[src/rtl/adc_segment_sequencer.sv]
// adc_segment_sequencer
//
// Decides which ADC sample cycles are written into the sample FIFO for
// single-shot and multi-segment captures, and reports per-segment and
// completion status. Everything runs in the adc_sampleclk domain.
//
// Ports:
//   adc_sampleclk              sole clock
//   reset                      synchronous, active-high
//   arm_i                      level, already synchronised arm command
//   trigger_i                  level, rising edge is the trigger event
//   offset_i                   cycles from trigger edge to first capture
//   samples_i                  samples per segment (0 behaves as 1)
//   num_segments_i             segments per capture (0 behaves as 1)
//   segment_cycles_i           segment period, first sample to first sample
//   segment_cycle_counter_en_i 1 = later segments timed, 0 = each waits for trigger
//   fifo_full_i                FIFO cannot accept a write
//   capture_o                  FIFO write enable for the current sample
//   segment_start_o            pulse on the first capture cycle of a segment
//   seg_index_o                index of the current or last segment
//   armed_o                    armed and waiting for a trigger
//   capture_done_o             capture finished, held until disarm
//   overflow_o                 sticky, FIFO was full while capturing
//   last_trig_delta_o          cycles between trigger-initiated segment starts
//
// Optional feature macro: SEGMENT_TRIG_TIMESTAMP_EN enables the trigger
// timestamp counter behind last_trig_delta_o; otherwise that output is 0.

module adc_segment_sequencer #(
  parameter int pSEG_W  = 16,
  parameter int pCYC_W  = 20,
  parameter int pSAMP_W = 32
) (
  input  logic               adc_sampleclk,
  input  logic               reset,
  input  logic               arm_i,
  input  logic               trigger_i,
  input  logic [pSAMP_W-1:0] offset_i,
  input  logic [pSAMP_W-1:0] samples_i,
  input  logic [pSEG_W-1:0]  num_segments_i,
  input  logic [pCYC_W-1:0]  segment_cycles_i,
  input  logic               segment_cycle_counter_en_i,
  input  logic               fifo_full_i,
  output logic               capture_o,
  output logic               segment_start_o,
  output logic [pSEG_W-1:0]  seg_index_o,
  output logic               armed_o,
  output logic               capture_done_o,
  output logic               overflow_o,
  output logic [31:0]        last_trig_delta_o
);

  localparam logic [pSAMP_W-1:0] SAMP_ONE = {{(pSAMP_W-1){1'b0}}, 1'b1};
  localparam logic [pCYC_W-1:0]  CYC_ONE  = {{(pCYC_W-1){1'b0}}, 1'b1};
  localparam logic [pSEG_W-1:0]  SEG_ONE  = {{(pSEG_W-1){1'b0}}, 1'b1};

  typedef enum logic [2:0] {
    IDLE, WAIT_TRIG, OFFSET, CAPTURE, GAP, DONE
  } state_t;

  state_t state, next_state;

  logic               trig_r, arm_r;
  logic               trig_edge, arm_edge;
  logic [pSAMP_W-1:0] cfg_offset, cfg_samples;
  logic [pSEG_W-1:0]  cfg_segments;
  logic [pCYC_W-1:0]  cfg_cycles;
  logic               cfg_cycle_mode;
  logic [pSAMP_W-1:0] off_cnt, sample_cnt;
  logic [pCYC_W-1:0]  period_cnt;
  logic [pSEG_W-1:0]  seg_index;
  logic               overflow;
  logic               start_seg, seg_end, last_seg, back_to_back;

  assign trig_edge = trigger_i & ~trig_r;
  assign arm_edge  = arm_i & ~arm_r;

  // Segment bookkeeping. The period counter reads 0 on the first capture
  // cycle, so the next segment is due once it reaches segment_cycles-1.
  assign seg_end      = (sample_cnt == cfg_samples - SAMP_ONE);
  assign last_seg     = (({1'b0, seg_index} + {1'b0, SEG_ONE}) == {1'b0, cfg_segments});
  assign back_to_back = ({{pSAMP_W{1'b0}}, cfg_cycles} <= {{pCYC_W{1'b0}}, cfg_samples});

  // Next-state logic. Disarm is tested first in every active state so it
  // wins over triggers, segment ends and FIFO-full. start_seg marks the
  // cycle before a segment's first capture cycle so the counters restart.
  always_comb begin
    next_state = state;
    start_seg  = 1'b0;
    case (state)
      IDLE: begin
        if (arm_edge) next_state = WAIT_TRIG;
      end
      WAIT_TRIG: begin
        if (!arm_i) next_state = IDLE;
        else if (trig_edge) begin
          if (cfg_offset != '0) next_state = OFFSET;
          else begin
            next_state = CAPTURE;
            start_seg  = 1'b1;
          end
        end
      end
      OFFSET: begin
        if (!arm_i) next_state = IDLE;
        else if (off_cnt == '0) begin
          next_state = CAPTURE;
          start_seg  = 1'b1;
        end
      end
      CAPTURE: begin
        if (!arm_i) next_state = IDLE;
        else if (fifo_full_i) next_state = DONE;
        else if (seg_end) begin
          if (last_seg) next_state = DONE;
          else if (!cfg_cycle_mode) next_state = WAIT_TRIG;
          else if (back_to_back) begin
            next_state = CAPTURE;
            start_seg  = 1'b1;
          end else next_state = GAP;
        end
      end
      GAP: begin
        if (!arm_i) next_state = IDLE;
        else if (period_cnt == cfg_cycles - CYC_ONE) begin
          next_state = CAPTURE;
          start_seg  = 1'b1;
        end
      end
      DONE: begin
        if (!arm_i) next_state = IDLE;
      end
      default: next_state = IDLE;
    endcase
  end

  // State, edge-detect, configuration latch and counters. All counters hold
  // at their terminal value rather than wrapping.
  always_ff @(posedge adc_sampleclk) begin
    if (reset) begin
      state          <= IDLE;
      trig_r         <= 1'b0;
      arm_r          <= 1'b0;
      cfg_offset     <= '0;
      cfg_samples    <= '0;
      cfg_segments   <= '0;
      cfg_cycles     <= '0;
      cfg_cycle_mode <= 1'b0;
      off_cnt        <= '0;
      sample_cnt     <= '0;
      period_cnt     <= '0;
      seg_index      <= '0;
      overflow       <= 1'b0;
    end else begin
      state  <= next_state;
      trig_r <= trigger_i;
      arm_r  <= arm_i;

      if (state == IDLE && arm_edge) begin
        cfg_offset     <= offset_i;
        cfg_samples    <= (samples_i == '0) ? SAMP_ONE : samples_i;
        cfg_segments   <= (num_segments_i == '0) ? SEG_ONE : num_segments_i;
        cfg_cycles     <= segment_cycles_i;
        cfg_cycle_mode <= segment_cycle_counter_en_i;
        seg_index      <= '0;
        overflow       <= 1'b0;
      end

      if (state == WAIT_TRIG && next_state == OFFSET)
        off_cnt <= cfg_offset - SAMP_ONE;
      else if (state == OFFSET && off_cnt != '0)
        off_cnt <= off_cnt - SAMP_ONE;

      if (start_seg) begin
        sample_cnt <= '0;
        period_cnt <= '0;
      end else begin
        if (state == CAPTURE && sample_cnt != '1) sample_cnt <= sample_cnt + SAMP_ONE;
        if (period_cnt != '1) period_cnt <= period_cnt + CYC_ONE;
      end

      // A segment that ends on a FIFO-full cycle still counts as ended.
      if (state == CAPTURE && arm_i) begin
        if (fifo_full_i) overflow <= 1'b1;
        if (seg_end && seg_index != '1) seg_index <= seg_index + SEG_ONE;
      end
    end
  end

  assign capture_o       = (state == CAPTURE) & arm_i & ~fifo_full_i;
  assign segment_start_o = (state == CAPTURE) & arm_i & (sample_cnt == '0);
  assign armed_o         = (state == WAIT_TRIG);
  assign capture_done_o  = (state == DONE);
  assign seg_index_o     = seg_index;
  assign overflow_o      = overflow;

`ifdef SEGMENT_TRIG_TIMESTAMP_EN
  logic        trig_start;
  logic        ts_seen;
  logic [31:0] ts_cnt, ts_next, last_delta;

  // ts_cnt reads 0 on a trigger-initiated first capture cycle; the delta is
  // sampled on the cycle before the next one, hence the +1.
  assign trig_start = (state == WAIT_TRIG || state == OFFSET) && next_state == CAPTURE;
  assign ts_next    = (ts_cnt == 32'hFFFF_FFFF) ? ts_cnt : ts_cnt + 32'd1;

  always_ff @(posedge adc_sampleclk) begin
    if (reset) begin
      ts_cnt     <= '0;
      ts_seen    <= 1'b0;
      last_delta <= '0;
    end else if (state == IDLE && arm_edge) begin
      ts_cnt     <= '0;
      ts_seen    <= 1'b0;
      last_delta <= '0;
    end else if (trig_start) begin
      if (ts_seen) last_delta <= ts_next;
      ts_seen <= 1'b1;
      ts_cnt  <= '0;
    end else begin
      ts_cnt <= ts_next;
    end
  end

  assign last_trig_delta_o = last_delta;
`else
  assign last_trig_delta_o = '0;
`endif

endmodule

[config.mk]
export PLATFORM = sky130hd
export DESIGN_NAME = adc_segment_sequencer
export DESIGN_NICKNAME = d
export VERILOG_FILES = /design/src/rtl/adc_segment_sequencer.sv
export SDC_FILE = /design/constraint.sdc
export NUM_CORES = 1
export LEC_CHECK = 0
export BUFFER_PORTS_ARGS = -buffer_cell sky130_fd_sc_hd__buf_2
export CORE_AREA = 2 2 215 217
export CTS_BUF_LIST = sky130_fd_sc_hd__clkbuf_16
export DETAILED_ROUTE_END_ITERATION = 6
export DIE_AREA = 0 0 217 219
export HOLD_SLACK_MARGIN = 0.03
export PLACE_DENSITY_LB_ADDON = 0.1
export SLEW_MARGIN = 20
export SYNTH_ARGS = -nofsm -noshare
export SYNTH_HDL_FRONTEND = slang
export SYNTH_SLANG_ARGS = --single-unit
[constraint.sdc]
create_clock -name adc_sampleclk -period 9.2 [get_ports adc_sampleclk]
set_input_delay 0.46 -clock adc_sampleclk [delete_from_list [all_inputs] [get_ports adc_sampleclk]]
set_output_delay 0.46 -clock adc_sampleclk [all_outputs]
set_load 0.01 [all_outputs]
==> impl_metrics.json <==
{
  "status": "finished, final reports clean",
  "cp-start-kind": "flip-flop",
  "endpoint_kind": "flip-flop",
  "synth_ff_type": "dfxtp_1",
  "hp-class": "input port to flip-flop",
  "ys_ff_latch": 207,
  "cp.arrival_ps": 5080,
  "die_area_mm2": 0.0475,
  "finalHoldViolCount": 0,
  "syn_to_final_growth_pct": 12.6,
  "skew_ps": 11.9,
  "synth_fa_ha_area_share_pct": 2.52,
  "nets": 1970,
  "num_rows": 78,
  "ys_warn_count": 0,
  "grt_max_degree": 83,
  "antenna_cells": 0,
  "setup_violations": 0,
  "cts_buffer_depth": 3,
  "synthXorXnorAreaFrac_pct": 10.0,
  "worstPathRequired_ps": 9590,
  "wl_per_cell_um": 17.8,
  "core_area_mm2": 0.0451,
  "fill_cells": 4928,
  "clkLatencyLatePin_ps": 550,
  "post-route-period-util_pct": 50.9,
  "grt_overflow": 0,
  "synthMuxAreaShare_pct": 1.55,
  "postCtsHoldBufs": 0,
  "rsz0062_at_grt": "false",
  "mostFrequentLayoutCell": "nand2_1",
  "cts_tree": "built",
  "report.final.slew_viol_count": 0,
  "synth-edff-count": 0,
  "cts_buffers": 26,
  "initial_utilization_pct": 29.7,
  "grt_use_total_pct": 18.3,
  "final_cell_mix": "290 x nand2_1, 207 x dfxtp_1, 141 x a21oi_1",
  "worstSetupPathType": "flip-flop to flip-flop",
  "htreeDepth": 1,
  "synthSimpleGateAreaFrac_pct": 31.8,
  "synth_area_mm2": 0.0134,
  "ctsResizeCount": 0,
  "dp_hpwl_mm": 32.4,
  "clkSinkCount": 207,
  "peakVddDrop_v": 0.000125,
  "drv_cap": 0,
  "synth_top_family_by_area": "simple AND/OR/NAND/NOR gates",
  "p_leak_nw": 5.65,
  "period_minus_slack_ps": 4690,
  "grt_pass1_wl_mm": 69.9,
  "ys_types": 79,
  "die-height_um": 219,
  "boundaryPins": 159,
  "synth_compound_area_share_pct": 16.7,
  "drt-initial-drc-count": 853,
  "syn_inst": 1784,
  "viasPerCell": 5.21,
  "p_per_area_mw_per_mm2": 163,
  "synth-seq-area-share_pct": 30.9,
  "place_congestion": 0.851,
  "antenna_found_initial": 0,
  "ys_async_sr_fraction_pct": 0,
  "drive_above_1_share_pct": 11.9,
  "fmax_ghz": 0.213,
  "syn_area_per_cell_um2": 7.51,
  "firstDrtPassIters": 4,
  "drc": 0,
  "vias": 12800,
  "p_total_mw": 2.46,
  "post-cts-setup-buffer-count": 0,
  "worstPathMaxFanout": 52,
  "die_w_um": 217,
  "maxSlewHeadroom_pct": 34.0,
  "io_buffers": 126,
  "postRouteAntennaNets": 0,
  "path_clk_slew_ps": 60,
  "root_buffer": "clkbuf_16",
  "finalSetupTns_ps": 0,
  "wl_mm": 43.8,
  "tightest_slew_ps": 989,
  "grt_pass1_vias": 12300
}
==> path summary, 6_finish.rpt <==
| kind | start | end | slack [ps] | depth (start not counted) |
|---|---|---|---|---|
| max | cfg_samples[0] | sample_cnt[5] | 4510 | 11 |
| min | offset_i[16] | cfg_offset[16] | 140 | 3 |
| max reg2reg | cfg_samples[0] | sample_cnt[5] | 4510 | 11 |
| min reg2reg | cfg_segments[13] | cfg_segments[13] | 470 | 2 |
==> report_power, final <==
| part | internal [mW] | switching (mW) |
|---|---|---|
| Sequential | 0.932 | 0.0578 |
| Combinational | 0.193 | 0.312 |
| Clock | 0.553 | 0.415 |
==> Yosys cell counts, types with 39 or more instances <==
| cell type | number | area share, % |
|---|---|---|
| dfxtp_1 | 207 | 31 |
| o21ai_0 | 39 | 1.5 |
| nor2_1 | 116 | 3.2 |
| xor2_1 | 62 | 4.1 |
| nand4_1 | 39 | 1.8 |
| xnor2_1 | 89 | 5.8 |
| clkbuf_1 | 87 | 2.4 |
| nor4_1 | 69 | 3.2 |
| nor3_1 | 99 | 3.7 |
| nand3_1 | 70 | 2.6 |
| nand2_1 | 292 | 8.2 |
| inv_1 | 46 | 1.3 |
| a21oi_1 | 141 | 5.3 |
==> metal layers <==
layer  share of wire [%]  up-vias  GRT usage, %
li1                    -     6466             -
met1                  48     6077          24.7
met2                  47      199          31.2
met3                 2.9       53          1.93
met4                 2.1        0          4.38
met5                   0        -             0
==> critical path, cell delays in order, from the launching register on <==
cell and delay, ps:
dfxtp_1 390, inv_1 110, ha_1 220, or4b_1 650
nor4_2 390, a2111oi_0 240, or4b_1 590, nor3_1 190
nand4_1 110, nor4_1 800, a31o_4 700, nor3_1 110
==> registers in the layout, indices dropped and copies added, names as in the netlist <==
signal          cells
trig_r              1
cfg_offset         32
off_cnt            32
state               3
overflow_o          1
seg_index_o        16
cfg_cycle_mode      1
sample_cnt         32
cfg_segments       16
arm_r               1
period_cnt         20
cfg_cycles         20
cfg_samples        32
==> logic make-up (layout without fill, tap and decap cells) <==
| family | Yosys count | in the layout |
|---|---|---|
| AOI/OAI and AO/OA | 343 | 343 |
| xor gates and xnor gates | 152 | 152 |
| adders and majority gates | 27 | 27 |
| buffers and inverters | 185 | 226 |
| DFF | 207 | 207 |
| muxes | 19 | 19 |
| other | 1 | 32 |
| and+or+nand+nor | 850 | 850 |
==> through the flow <==
step | setup slack (ps) | std cells | area [um2] | hold slack (ps) | utilization (%)
finish | 4510 | 2456 | 15100 | 143 | 33.5
global route | 4170 | 2456 | 15100 | 132 | 33.5
CTS | 4510 | 2456 | 15100 | 113 | 33.5
detailed placement | 4570 | 2409 | 14300 | 462 | 31.7
global placement | 4470 | 2409 | 14300 | 459 | 31.7
floorplan | 5020 | 1815 | 13500 | 445 | -
==> area by class of cell <==
type / count / area (um2) / area share, %
clock buffers: 27 / 676 / 4.47
clock inverters: 20 / 111 / 0.737
inverters: 46 / 173 / 1.14
multi-input cells: 1423 / 8560 / 56.7
flip-flops and latches: 207 / 4140 / 27.4
well taps: 600 / 751 / 4.97
repair buffers: 133 / 689 / 4.57
Note: power is estimated with default switching activity, not from simulation.
